$ cat src/rtl/island_scheduler.sv
// island_scheduler: places HDMI data islands inside blanking windows and
// arbitrates their 32-pixel packet slots among ACR, audio and InfoFrame requests.
module island_scheduler #(
  parameter int H_BLANK      = 370,
  parameter int MIN_CTRL     = 12,
  parameter int TAIL_RESERVE = 22,
  parameter int MAX_PACKETS  = 18
) (
  input  logic       clk,
  input  logic       rst,
  input  logic       de,
  input  logic       line_end,
  input  logic       frame_end,
  input  logic       audio_sample_strobe,
  input  logic       acr_req,
  output logic       island_active,
  output logic       preamble,
  output logic       guard,
  output logic       pkt_start,
  output logic [1:0] pkt_type,
  output logic [2:0] pkt_samples,
  output logic       audio_overflow,
  output logic       collision
);
  localparam int FIT_RAW = (H_BLANK - MIN_CTRL - 12 - TAIL_RESERVE) / 32;
  localparam int FIT     = (FIT_RAW < MAX_PACKETS) ? FIT_RAW : MAX_PACKETS;
  localparam int BCW     = $clog2(MIN_CTRL) + 1;
  localparam logic [BCW-1:0] BC_DECIDE = BCW'(MIN_CTRL - 1);
  localparam logic [BCW-1:0] BC_MAX    = '1;

  typedef enum logic [2:0] {S_IDLE, S_WAIT, S_PRE, S_LGUARD, S_PKT, S_TGUARD} state_t;

  state_t         state_q, state_d;
  logic [BCW-1:0] blank_cnt_q, blank_cnt_d;
  logic [4:0]     pix_q, pix_d, slot_q, slot_d, n_q, n_d, scnt_q, scnt_d;
  logic           de_prev_q, de_prev_d, saw_de_q, saw_de_d;
  logic           acr_q, acr_d, avi_q, avi_d, aif_q, aif_d;
  logic           island_active_q, island_active_d, preamble_q, preamble_d;
  logic           guard_q, guard_d, pkt_start_q, pkt_start_d;
  logic [1:0]     pkt_type_q, pkt_type_d;
  logic [2:0]     pkt_samples_q, pkt_samples_d;
  logic           audio_overflow_q, audio_overflow_d, collision_q, collision_d;

  logic       de_rise, win_open, in_island, slot_begin;
  logic       serve_acr, serve_avi, serve_aif;
  logic [2:0] take;
  logic [4:0] scnt_sub, n_now;
  logic [5:0] need;

  always_comb begin
    de_rise   = de & ~de_prev_q;
    win_open  = (~de & de_prev_q) | (line_end & ~de & ~saw_de_q);
    in_island = state_q inside {S_PRE, S_LGUARD, S_PKT, S_TGUARD};
    de_prev_d = de;
    saw_de_d  = line_end ? de : (saw_de_q | de);

    if (win_open)                   blank_cnt_d = '0;
    else if (blank_cnt_q == BC_MAX) blank_cnt_d = blank_cnt_q;
    else                            blank_cnt_d = blank_cnt_q + BCW'(1);

    // audio needs one packet per started group of four samples
    need  = 6'(acr_q) + 6'(avi_q) + 6'(aif_q) + ((6'(scnt_q) + 6'd3) >> 2);
    n_now = (need > 6'(FIT)) ? 5'(FIT) : need[4:0];

    state_d     = state_q;
    pix_d       = pix_q + 5'd1;
    slot_d      = slot_q;
    n_d         = n_q;
    slot_begin  = 1'b0;
    collision_d = collision_q;
    case (state_q)
      S_IDLE:   if (win_open) state_d = S_WAIT;
      S_WAIT: begin
        if (de_rise) state_d = S_IDLE;
        else if (!win_open && blank_cnt_q == BC_DECIDE && n_now != 5'd0) begin
          state_d = S_PRE;
          n_d     = n_now;
          pix_d   = 5'd0;
        end
      end
      S_PRE:    if (pix_q == 5'd7) begin state_d = S_LGUARD; pix_d = 5'd0; end
      S_LGUARD: if (pix_q == 5'd1) begin
        state_d    = S_PKT;
        pix_d      = 5'd0;
        slot_d     = 5'd0;
        slot_begin = 1'b1;
      end
      S_PKT:    if (pix_q == 5'd31) begin
        if (slot_q + 5'd1 == n_q) state_d = S_TGUARD;
        else begin
          slot_d     = slot_q + 5'd1;
          slot_begin = 1'b1;
        end
      end
      S_TGUARD: if (pix_q == 5'd1) state_d = S_IDLE;
      default:  state_d = S_IDLE;
    endcase
    if (in_island && de_rise) begin
      state_d     = S_IDLE;
      slot_begin  = 1'b0;
      collision_d = 1'b1;
    end

    serve_acr     = 1'b0;
    serve_avi     = 1'b0;
    serve_aif     = 1'b0;
    take          = 3'd0;
    pkt_type_d    = pkt_type_q;
    pkt_samples_d = pkt_samples_q;
    if (slot_begin) begin
      pkt_samples_d = 3'd0;
      pkt_type_d    = 2'd0;
      if (acr_q) serve_acr = 1'b1;
      else if (scnt_q != 5'd0) begin
        take          = (scnt_q > 5'd4) ? 3'd4 : scnt_q[2:0];
        pkt_type_d    = 2'd1;
        pkt_samples_d = take;
      end else if (avi_q) begin
        serve_avi  = 1'b1;
        pkt_type_d = 2'd2;
      end else if (aif_q) begin
        serve_aif  = 1'b1;
        pkt_type_d = 2'd3;
      end
    end
    if (state_d != S_PKT) begin
      pkt_type_d    = 2'd0;
      pkt_samples_d = 3'd0;
    end

    acr_d = acr_req | (acr_q & ~serve_acr);
    avi_d = frame_end | (avi_q & ~serve_avi);
    aif_d = frame_end | (aif_q & ~serve_aif);
    scnt_sub         = scnt_q - {2'b00, take};
    audio_overflow_d = audio_overflow_q | (audio_sample_strobe & (scnt_sub == 5'd31));
    scnt_d           = (audio_sample_strobe && scnt_sub != 5'd31) ? scnt_sub + 5'd1 : scnt_sub;

    island_active_d = state_d inside {S_PRE, S_LGUARD, S_PKT, S_TGUARD};
    preamble_d      = (state_d == S_PRE);
    guard_d         = (state_d == S_LGUARD) || (state_d == S_TGUARD);
    pkt_start_d     = slot_begin;
  end

  always_ff @(posedge clk) begin
    if (rst) begin
      state_q          <= S_IDLE;
      blank_cnt_q      <= '0;
      pix_q            <= '0;
      slot_q           <= '0;
      n_q              <= '0;
      scnt_q           <= '0;
      de_prev_q        <= 1'b0;
      saw_de_q         <= 1'b0;
      acr_q            <= 1'b0;
      avi_q            <= 1'b0;
      aif_q            <= 1'b0;
      island_active_q  <= 1'b0;
      preamble_q       <= 1'b0;
      guard_q          <= 1'b0;
      pkt_start_q      <= 1'b0;
      pkt_type_q       <= '0;
      pkt_samples_q    <= '0;
      audio_overflow_q <= 1'b0;
      collision_q      <= 1'b0;
    end else begin
      state_q          <= state_d;
      blank_cnt_q      <= blank_cnt_d;
      pix_q            <= pix_d;
      slot_q           <= slot_d;
      n_q              <= n_d;
      scnt_q           <= scnt_d;
      de_prev_q        <= de_prev_d;
      saw_de_q         <= saw_de_d;
      acr_q            <= acr_d;
      avi_q            <= avi_d;
      aif_q            <= aif_d;
      island_active_q  <= island_active_d;
      preamble_q       <= preamble_d;
      guard_q          <= guard_d;
      pkt_start_q      <= pkt_start_d;
      pkt_type_q       <= pkt_type_d;
      pkt_samples_q    <= pkt_samples_d;
      audio_overflow_q <= audio_overflow_d;
      collision_q      <= collision_d;
    end
  end

  assign island_active  = island_active_q;
  assign preamble       = preamble_q;
  assign guard          = guard_q;
  assign pkt_start      = pkt_start_q;
  assign pkt_type       = pkt_type_q;
  assign pkt_samples    = pkt_samples_q;
  assign audio_overflow = audio_overflow_q;
  assign collision      = collision_q;
endmodule

$ cat config.mk
export PLATFORM = sky130hd
export DESIGN_NAME = island_scheduler
export DESIGN_NICKNAME = d
export VERILOG_FILES = /design/src/rtl/island_scheduler.sv
export SDC_FILE = /design/constraint.sdc
export NUM_CORES = 1
export LEC_CHECK = 0
export CAP_MARGIN = 25
export CORE_UTILIZATION = 31
export CTS_CLUSTER_DIAMETER = 120
export DETAILED_ROUTE_END_ITERATION = 7
export DONT_BUFFER_PORTS = 1
export GPL_ROUTABILITY_DRIVEN = 0
export PLACE_DENSITY = 0.42
export SLEW_MARGIN = 20
export SYNTH_ARGS = -nofsm -noshare
export SYNTH_HDL_FRONTEND = slang
export SYNTH_SLANG_ARGS = --single-unit
$ cat constraint.sdc
create_clock -name clk -period 5.8 [get_ports clk]
set_input_delay 0.87 -clock clk [delete_from_list [all_inputs] [get_ports clk]]
set_output_delay 0.87 -clock clk [all_outputs]
set_load 0.05 [all_outputs]
==> metrics.md, run 1 <==
| Metric | Value |
|---|---|
| Run status | `finished clean` |
| Cell at the root of the clock tree | `sky130_fd_sc_hd__clkbuf_8` |
| Number of buffers inserted during clock tree synthesis | `5` |
| Post-synth top area cell | `sky130_fd_sc_hd__dfxtp_1` |
| Required time of the worst setup path | `5.99 ns` |
| Number of top-level pins | `18` |
| Count of input and output buffers | `0` |
| Mean instance size in the synthesized netlist | `9.00 um2` |
| Top post-synthesis cells by count | `sky130_fd_sc_hd__dfxtp_1, sky130_fd_sc_hd__nor2_1, sky130_fd_sc_hd__nand2_1` |
| Synth area leaders | `sky130_fd_sc_hd__dfxtp_1, sky130_fd_sc_hd__ha_1, sky130_fd_sc_hd__nor2_1` |
| Worst-case register-to-register setup slack | `1.54 ns` |
| Number of buffers inserted by hold repair at cts | `0` |
| FF-to-FF End | `scnt_q[3]` |
| Accumulated negative setup slack | `0 ns` |
| Worst setup path category | `reg2reg` |
| Std-Cell Rows | `32` |
| Post-synth net total | `300` |
| Number of design-rule violations left by the first detailed-router iteration | `33` |
| Antenna diode count | `0` |
| Post-DP HPWL | `3670 um` |
| Sinks on the clock net | `44` |
| Count of mapped cells out of synthesis | `275` |
| Count of flip-flops with a built-in enable after synthesis | `0` |
| Worst-case setup slack after placement | `1.49 ns` |
| Via count | `1818` |
| Pin count of the biggest net entering global routing | `28` |
| Syn-to-layout area delta | `6.72%` |
| First-pass GRT wire length | `8500 um` |
| IR drop worst, VDD | `0.0000979 V` |
| Post-Route WL | `4920 um` |
| Slew @ Worst Pin | `0.658 ns` |
| Crit path setup slack, layout | `1.54 ns` |
| Number of cell instances on the worst register-to-register path | `17` |
| Final antenna-violating net count | `0` |
| Proportion of register bits with asynchronous set or reset after synthesis | `0` |
| Relative slew margins | `0.558` |
| Setup repair after global routing missed its margin | `no` |
| TritonCTS clock tree | `done` |
| Post-layout net count | `297` |
| YS warnings | `0` |
| Clock-pin slew of the registers on the worst-case setup and hold paths | `0.08 ns` |
| Placeable core area | `0.00773 mm2` |
| # H-tree levels | `2` |
| Arrival @ worst endpoint | `4.45 ns` |
| Total of endpoints with negative setup slack in the final report | `0` |
| Starting Density | `0.320` |
| Crit path capture type | `register` |
| Number of post-CTS setup repair buffers | `0` |
| Total global routing track utilization | `0.129` |
| Top cell type's share of synthesized area | `0.356` |
| Cell mode on critical path | `sky130_fd_sc_hd__ha_1` |
| Achievable clock frequency | `0.235 GHz` |
| Count of placed standard cells in the final layout, fillers left out | `375` |
| Time the worst path needs with I/O delays and setup | `4.26 ns` |
| Worst Path Max Fanout | `14` |
| Detailed-route wire length per cell | `13.1 um` |
| Worst Min Path Start | `n_q[0]` |
| Kind of launch point of the worst setup path | `register` |
| Max Clock Skew | `0.00775 ns` |
| Delay of the slowest critical-path stage | `0.42 ns` |
| Slowest cell on the critical path | `sky130_fd_sc_hd__nor3b_1` |
| Die Outline Area | `0.00835 mm2` |
| Vias/cell | `4.85` |
| Total count of max-transition violations in the final report | `0` |
| Final worst path period share | `0.735` |
| Cell variety after synth | `59` |
| Worst path cell trace | `ha_1 > and3_1 > ha_1 > nor3b_1 > o221ai_2 > or2_2 > inv_1 > ha_1 > inv_1 > fa_1 > a211oi_1 > xor2_1 > ha_1 > nor2b_1 > nand4_1 > xnor2_1 > nor2_1` |
| Cell with the most instances after synthesis | `sky130_fd_sc_hd__dfxtp_1` |
| Flip-flop cell with the highest count after synthesis | `sky130_fd_sc_hd__dfxtp_1` |
| Ratio of cells with drive above 1 in the final layout | `0.0806` |
| Remaining DRCs | `0` |
| Hold Crit Endpoint | `n_q[0]` |
| Post-synthesis instance area | `0.00248 mm2` |
| Final Hold Violating Endpoints | `0` |
| Final cell utilization of the core | `0.342` |
| Proportion of synthesized chip area in sequential cells | `0.356` |
| 1st-pass router iterations | `4` |
| Worst hold path depth | `2` |
| Number of buffers on the longest clock path | `2` |
| Maxcap violations | `0` |
| Start of the worst register-to-register path | `pix_q[0]` |
| Die extent in y | `91.4 um` |
| Die Span X | `91.4 um` |
| Number of antenna violations at the first check in global routing | `0` |
| Insertion delay of the later-clocked pin in the worst-skew pair | `0.30 ns` |
| Post-CTS sizing | `0` |
| Class of the tightest hold or removal check | `reg2reg` |
| Vias in the first global route | `1832` |
| Total congestion overflow | `0` |
| Placed cells | `367` |
| Static leakage | `0.00100 uW` |
| Number of synthesized register bits | `44` |
| Power Dens Cells | `231 mW/mm2` |
-- logic make-up after synthesis --
kind of cell | after synthesis | synth area share
simple gates | 107 | 0.231
compound gates | 54 | 0.173
flops | 44 | 0.356
buf+inv | 26 | 0.0450
xor+xnor | 20 | 0.0707
fa+ha+maj | 19 | 0.104
mux | 5 | 0.0202
-- worst max path at each step --
stage / cells after the start / slack, ns / endpoint / from
global placement: 17 / 1.60 / scnt_q[3] / pix_q[0]
finish: 17 / 1.54 / scnt_q[3] / pix_q[0]
floorplan: 18 / 2.14 / scnt_q[3] / pix_q[0]
CTS: 17 / 1.48 / scnt_q[3] / pix_q[0]
global route: 17 / 1.05 / scnt_q[3] / pix_q[0]
detailed placement: 17 / 1.49 / scnt_q[3] / pix_q[0]
-- power breakdown --
part / internal [uW] / switching, uW / leakage [uW]
clock network: 97.4 / 104 / 0.0000455
registers: 311 / 12.2 / 0.000358
logic: 37.9 / 46.3 / 0.000598
total: 446 / 163 / 0.00100
-- layout make-up --
cell class	count	area [um2]
clock buffer	8	90.1
fill	821	5080
inverter	16	60.1
multi-input combinational	205	1480
sequential	44	881
tap	102	128
-- sequential cells by signal, summed over array words and instances (netlist names), 2 cells and up --
register     flops
blank_cnt_q      5
state_q          3
slot_q           5
n_q              5
pix_q            5
pkt_samples      3
scnt_q           5
pkt_type         2
-- cell usage in the layout (no fill, tap or decap), drive strengths merged, types with 2 or more instances in the layout --
cell type	instances
dfxtp	44
nor2	30
a21oi	20
nand2	19
inv	16
ha	15
xnor2	12
nor3	10
xor2	8
nand3	8
clkbuf	8
o21ai	7
nand2b	5
nor2b	5
or3	5
mux2i	5
and2	4
a211oi	4
and3	3
nor3b	3
nand3b	3
o2111ai	3
a21o	3
nor4	3
o31ai	3
fa	3
nand4b	2
o211ai	2
or2	2
a2111oi	2
or3b	2
-- worst max-delay path: cells and delay by family, from the launching register on --
| kind | cells | cell delay (ns) |
|---|---|---|
| buf+inv | 2 | 0.12 |
| xor+xnor | 2 | 0.27 |
| simple gates | 6 | 1.59 |
| fa+ha+maj | 5 | 1.12 |
| compound gates | 2 | 0.65 |
| flops | 1 | 0.38 |
-- metal layers --
metal	GRT usage	routed length, um	vias up
met3	0.0335	142	7
met1	0.162	2520	839
met4	0.0437	67	0
met5	0	0	-
met2	0.213	2190	19
li1	-	-	953
-- metrics by stage --
step	total power [uW]	area [um2]	hold WS [ns]
floorplan	402	2480	0.434
global placement	415	2550	0.453
global route	645	2640	0.502
finish	609	2640	0.462
detailed placement	416	2550	0.458
CTS	621	2640	0.469
No activity file was read; power rests on OpenSTA's default activity.
==> inputs of run 2 (changes only) <==
--- a/config.mk
+++ b/config.mk
@@ -11,7 +11,7 @@
 export DETAILED_ROUTE_END_ITERATION = 7
 export DONT_BUFFER_PORTS = 1
 export GPL_ROUTABILITY_DRIVEN = 0
-export PLACE_DENSITY = 0.42
+export PLACE_DENSITY = 0.43
 export SLEW_MARGIN = 20
 export SYNTH_ARGS = -nofsm -noshare
 export SYNTH_HDL_FRONTEND = slang
==> constraint.sdc (replaced) <==
create_clock -name clk -period 3.7 [get_ports clk]
set_input_delay 0.555 -clock clk [delete_from_list [all_inputs] [get_ports clk]]
set_output_delay 0.555 -clock clk [all_outputs]
set_load 0.05 [all_outputs]
==> run 2 against run 1 <==
  * Fmax rose by 22%
  * Register-to-register slack got worse by 1.3 ns
  * Worst setup slack got worse by 1.3 ns
  * Sequential power rose by 57%
  * Critical endpoint unchanged
  * Critical path depth rose by 1
  * Critical path type unchanged
  * Clock power rose by 100%
  * Combinational power rose by 77%
  * Die area did not move
==> metrics.md, run 2 (synthesis gave the netlist of run 1 again) <==
| Metric | Value |
|---|---|
| Class of the tightest hold or removal check | `in2reg` |
| Arrival @ worst endpoint | `3.70 ns` |
| Clock-pin slew of the registers on the worst-case setup and hold paths | `0.09 ns` |
| Time the worst path needs with I/O delays and setup | `3.50 ns` |
| Cell at the root of the clock tree | `sky130_fd_sc_hd__clkbuf_8` |
| Run status | `finished clean` |
| Number of buffers inserted by hold repair at cts | `0` |
| Number of buffers on the longest clock path | `2` |
| Post-layout net count | `316` |
| FF/Latch Area | `883 um2` |
| Total global routing track utilization | `0.138` |
| Insertion delay of the later-clocked pin in the worst-skew pair | `0.29 ns` |
| Number of antenna violations at the first check in global routing | `0` |
| Number of top-level pins | `18` |
| Die Outline Area | `0.00835 mm2` |
| Worst-case setup slack after placement | `0.0228 ns` |
| FILL cells | `782` |
| Delay of the slowest critical-path stage | `0.34 ns` |
| Ratio of cells with drive above 1 in the final layout | `0.202` |
| Accumulated negative setup slack | `0 ns` |
| Final worst path period share | `0.947` |
| 1st-pass router iterations | `4` |
| Maxcap violations | `0` |
| Setup repair after global routing missed its margin | `no` |
| Number of buffers inserted during clock tree synthesis | `5` |
| Reported net switching power | `262 uW` |
| IR drop worst, VDD | `0.000153 V` |
| Vias in the first global route | `1926` |
| Static leakage | `0.00112 uW` |
| Max Clock Skew | `0.00596 ns` |
| Vias/cell | `4.88` |
| TritonCTS clock tree | `done` |
| Total area of multi-input combinational cells | `0.00156 mm2` |
| Commonest non-fill, non-tap cells in the layout | `sky130_fd_sc_hd__dfxtp_1, sky130_fd_sc_hd__nor2_1, sky130_fd_sc_hd__buf_4` |
| Crit path setup slack, layout | `0.197 ns` |
| Worst Path Max Fanout | `13` |
| Std-Cell Rows | `32` |
| Starting Density | `0.320` |
| Total of endpoints with negative setup slack in the final report | `0` |
| Number of buffer and inverter instances along the worst setup path | `2` |
| Clk network pwr share | `0.381` |
| Sinks on the clock net | `44` |
| Die extent in y | `91.4 um` |
| Post-Route WL | `5380 um` |
| Commonest non-fill, non-tap cell in the layout | `sky130_fd_sc_hd__dfxtp_1` |
| Antenna diode count | `0` |
| Syn-to-layout area delta | `17.2%` |
| P_int | `796 uW` |
| Final antenna-violating net count | `0` |
| Slowest cell on the critical path | `sky130_fd_sc_hd__a221oi_4` |
| Kind of launch point of the worst setup path | `register` |
| Relative slew margins | `0.641` |
| Detailed-route wire length per cell | `13.6 um` |
| Proportion of power drawn by flip-flops and latches | `0.478` |
| Final Hold Violating Endpoints | `0` |
| Worst setup path category | `reg2reg` |
| First-pass GRT wire length | `9110 um` |
| Required time of the worst setup path | `3.89 ns` |
| Count of input and output buffers | `0` |
| Pin count of the biggest net entering global routing | `28` |
| Top cell family by delay on the critical path | `compound AO/OA/AOI/OAI gates` |
| Achievable clock frequency | `0.286 GHz` |
| Number of design-rule violations left by the first detailed-router iteration | `44` |
| Comb pwr share | `0.141` |
| Placeable core area | `0.00773 mm2` |
| Worst path cell trace | `ha_2 > o21ba_2 > a221oi_4 > o2111ai_2 > o221ai_2 > buf_6 > nand4b_1 > ha_1 > a21o_1 > a21oi_1 > xnor2_1 > nor2_1 > ha_2 > nor2b_2 > buf_4 > nand4_1 > xnor2_1 > nor2_1` |
| Via count | `1922` |
| Power Dens Cells | `365 mW/mm2` |
| Slew @ Worst Pin | `0.535 ns` |
| Sw Share | `0.248` |
| Die Span X | `91.4 um` |
| # H-tree levels | `2` |
| Post-DP HPWL | `3990 um` |
| Crit path capture type | `register` |
| Remaining DRCs | `0` |
| Total congestion overflow | `0` |
| Total count of max-transition violations in the final report | `0` |
-- run 2: final cells by class --
cell class                 instances  area share
clock inverter                     1      0.0103
tap                              102      0.0440
multi-input combinational        205       0.537
clock buffer                       7      0.0332
inverter                          16      0.0207
sequential                        44       0.304
timing repair buffer              19      0.0504
-- run 2: power groups by stage --
| stage | clock network, uW | logic (uW) | registers [uW] |
|---|---|---|---|
| floorplan | 0 | 121 | 508 |
| global placement | 0 | 142 | 516 |
| detailed placement | 0 | 144 | 516 |
| CTS | 422 | 145 | 505 |
| global route | 443 | 170 | 508 |
| finish | 404 | 149 | 506 |
-- run 2: path summary, 6_finish.rpt --
check / startpoint / endpoint / slack, ns / cells after the start
worst max-delay path: slot_q[0] / scnt_q[3] / 0.20 / 18
worst min-delay path: rst / pix_q[2] / 0.32 / 1
worst max register to register: slot_q[0] / scnt_q[3] / 0.20 / 18
worst min register to register: pix_q[0] / pix_q[0] / 0.44 / 1
-- run 2: layer usage --
layer,wire length (um),GRT usage,part of all wire
met1,2520,0.166,0.47
met2,2640,0.241,0.49
met3,155,0.0327,0.029
met4,65,0.0437,0.012
met5,0,0,0
-- run 2: what timing repair did --
action | in CTS | in global routing
pin swaps | 0 | 9
gates cloned | 0 | 0
setup endpoints to repair | 1 | 5
setup buffers | 0 | 3
resized for setup | 1 | 20
-- run 2: metrics by stage --
step	instance area, um2	hold slack, ns	cells	power (uW)	utilization
finish	2900	0.320	394	1060	0.376
floorplan	2480	0.434	275	629	-
global placement	2670	0.454	383	658	0.346
detailed placement	2670	0.454	383	660	0.346
CTS	2800	0.305	391	1070	0.363
global route	2900	0.294	394	1120	0.376
==> inputs of run 3 (changes only) <==
==> constraint.sdc (replaced) <==
create_clock -name clk -period 3.7 [get_ports clk]
set_input_delay 0.37 -clock clk [delete_from_list [all_inputs] [get_ports clk]]
set_output_delay 0.37 -clock clk [all_outputs]
set_load 0.05 [all_outputs]
==> results of run 3 <==
Same layout as run 2 (identical final DEF). Status: finished clean.
Main changes from that run: hold slack 0.320 ns -> 0.135 ns
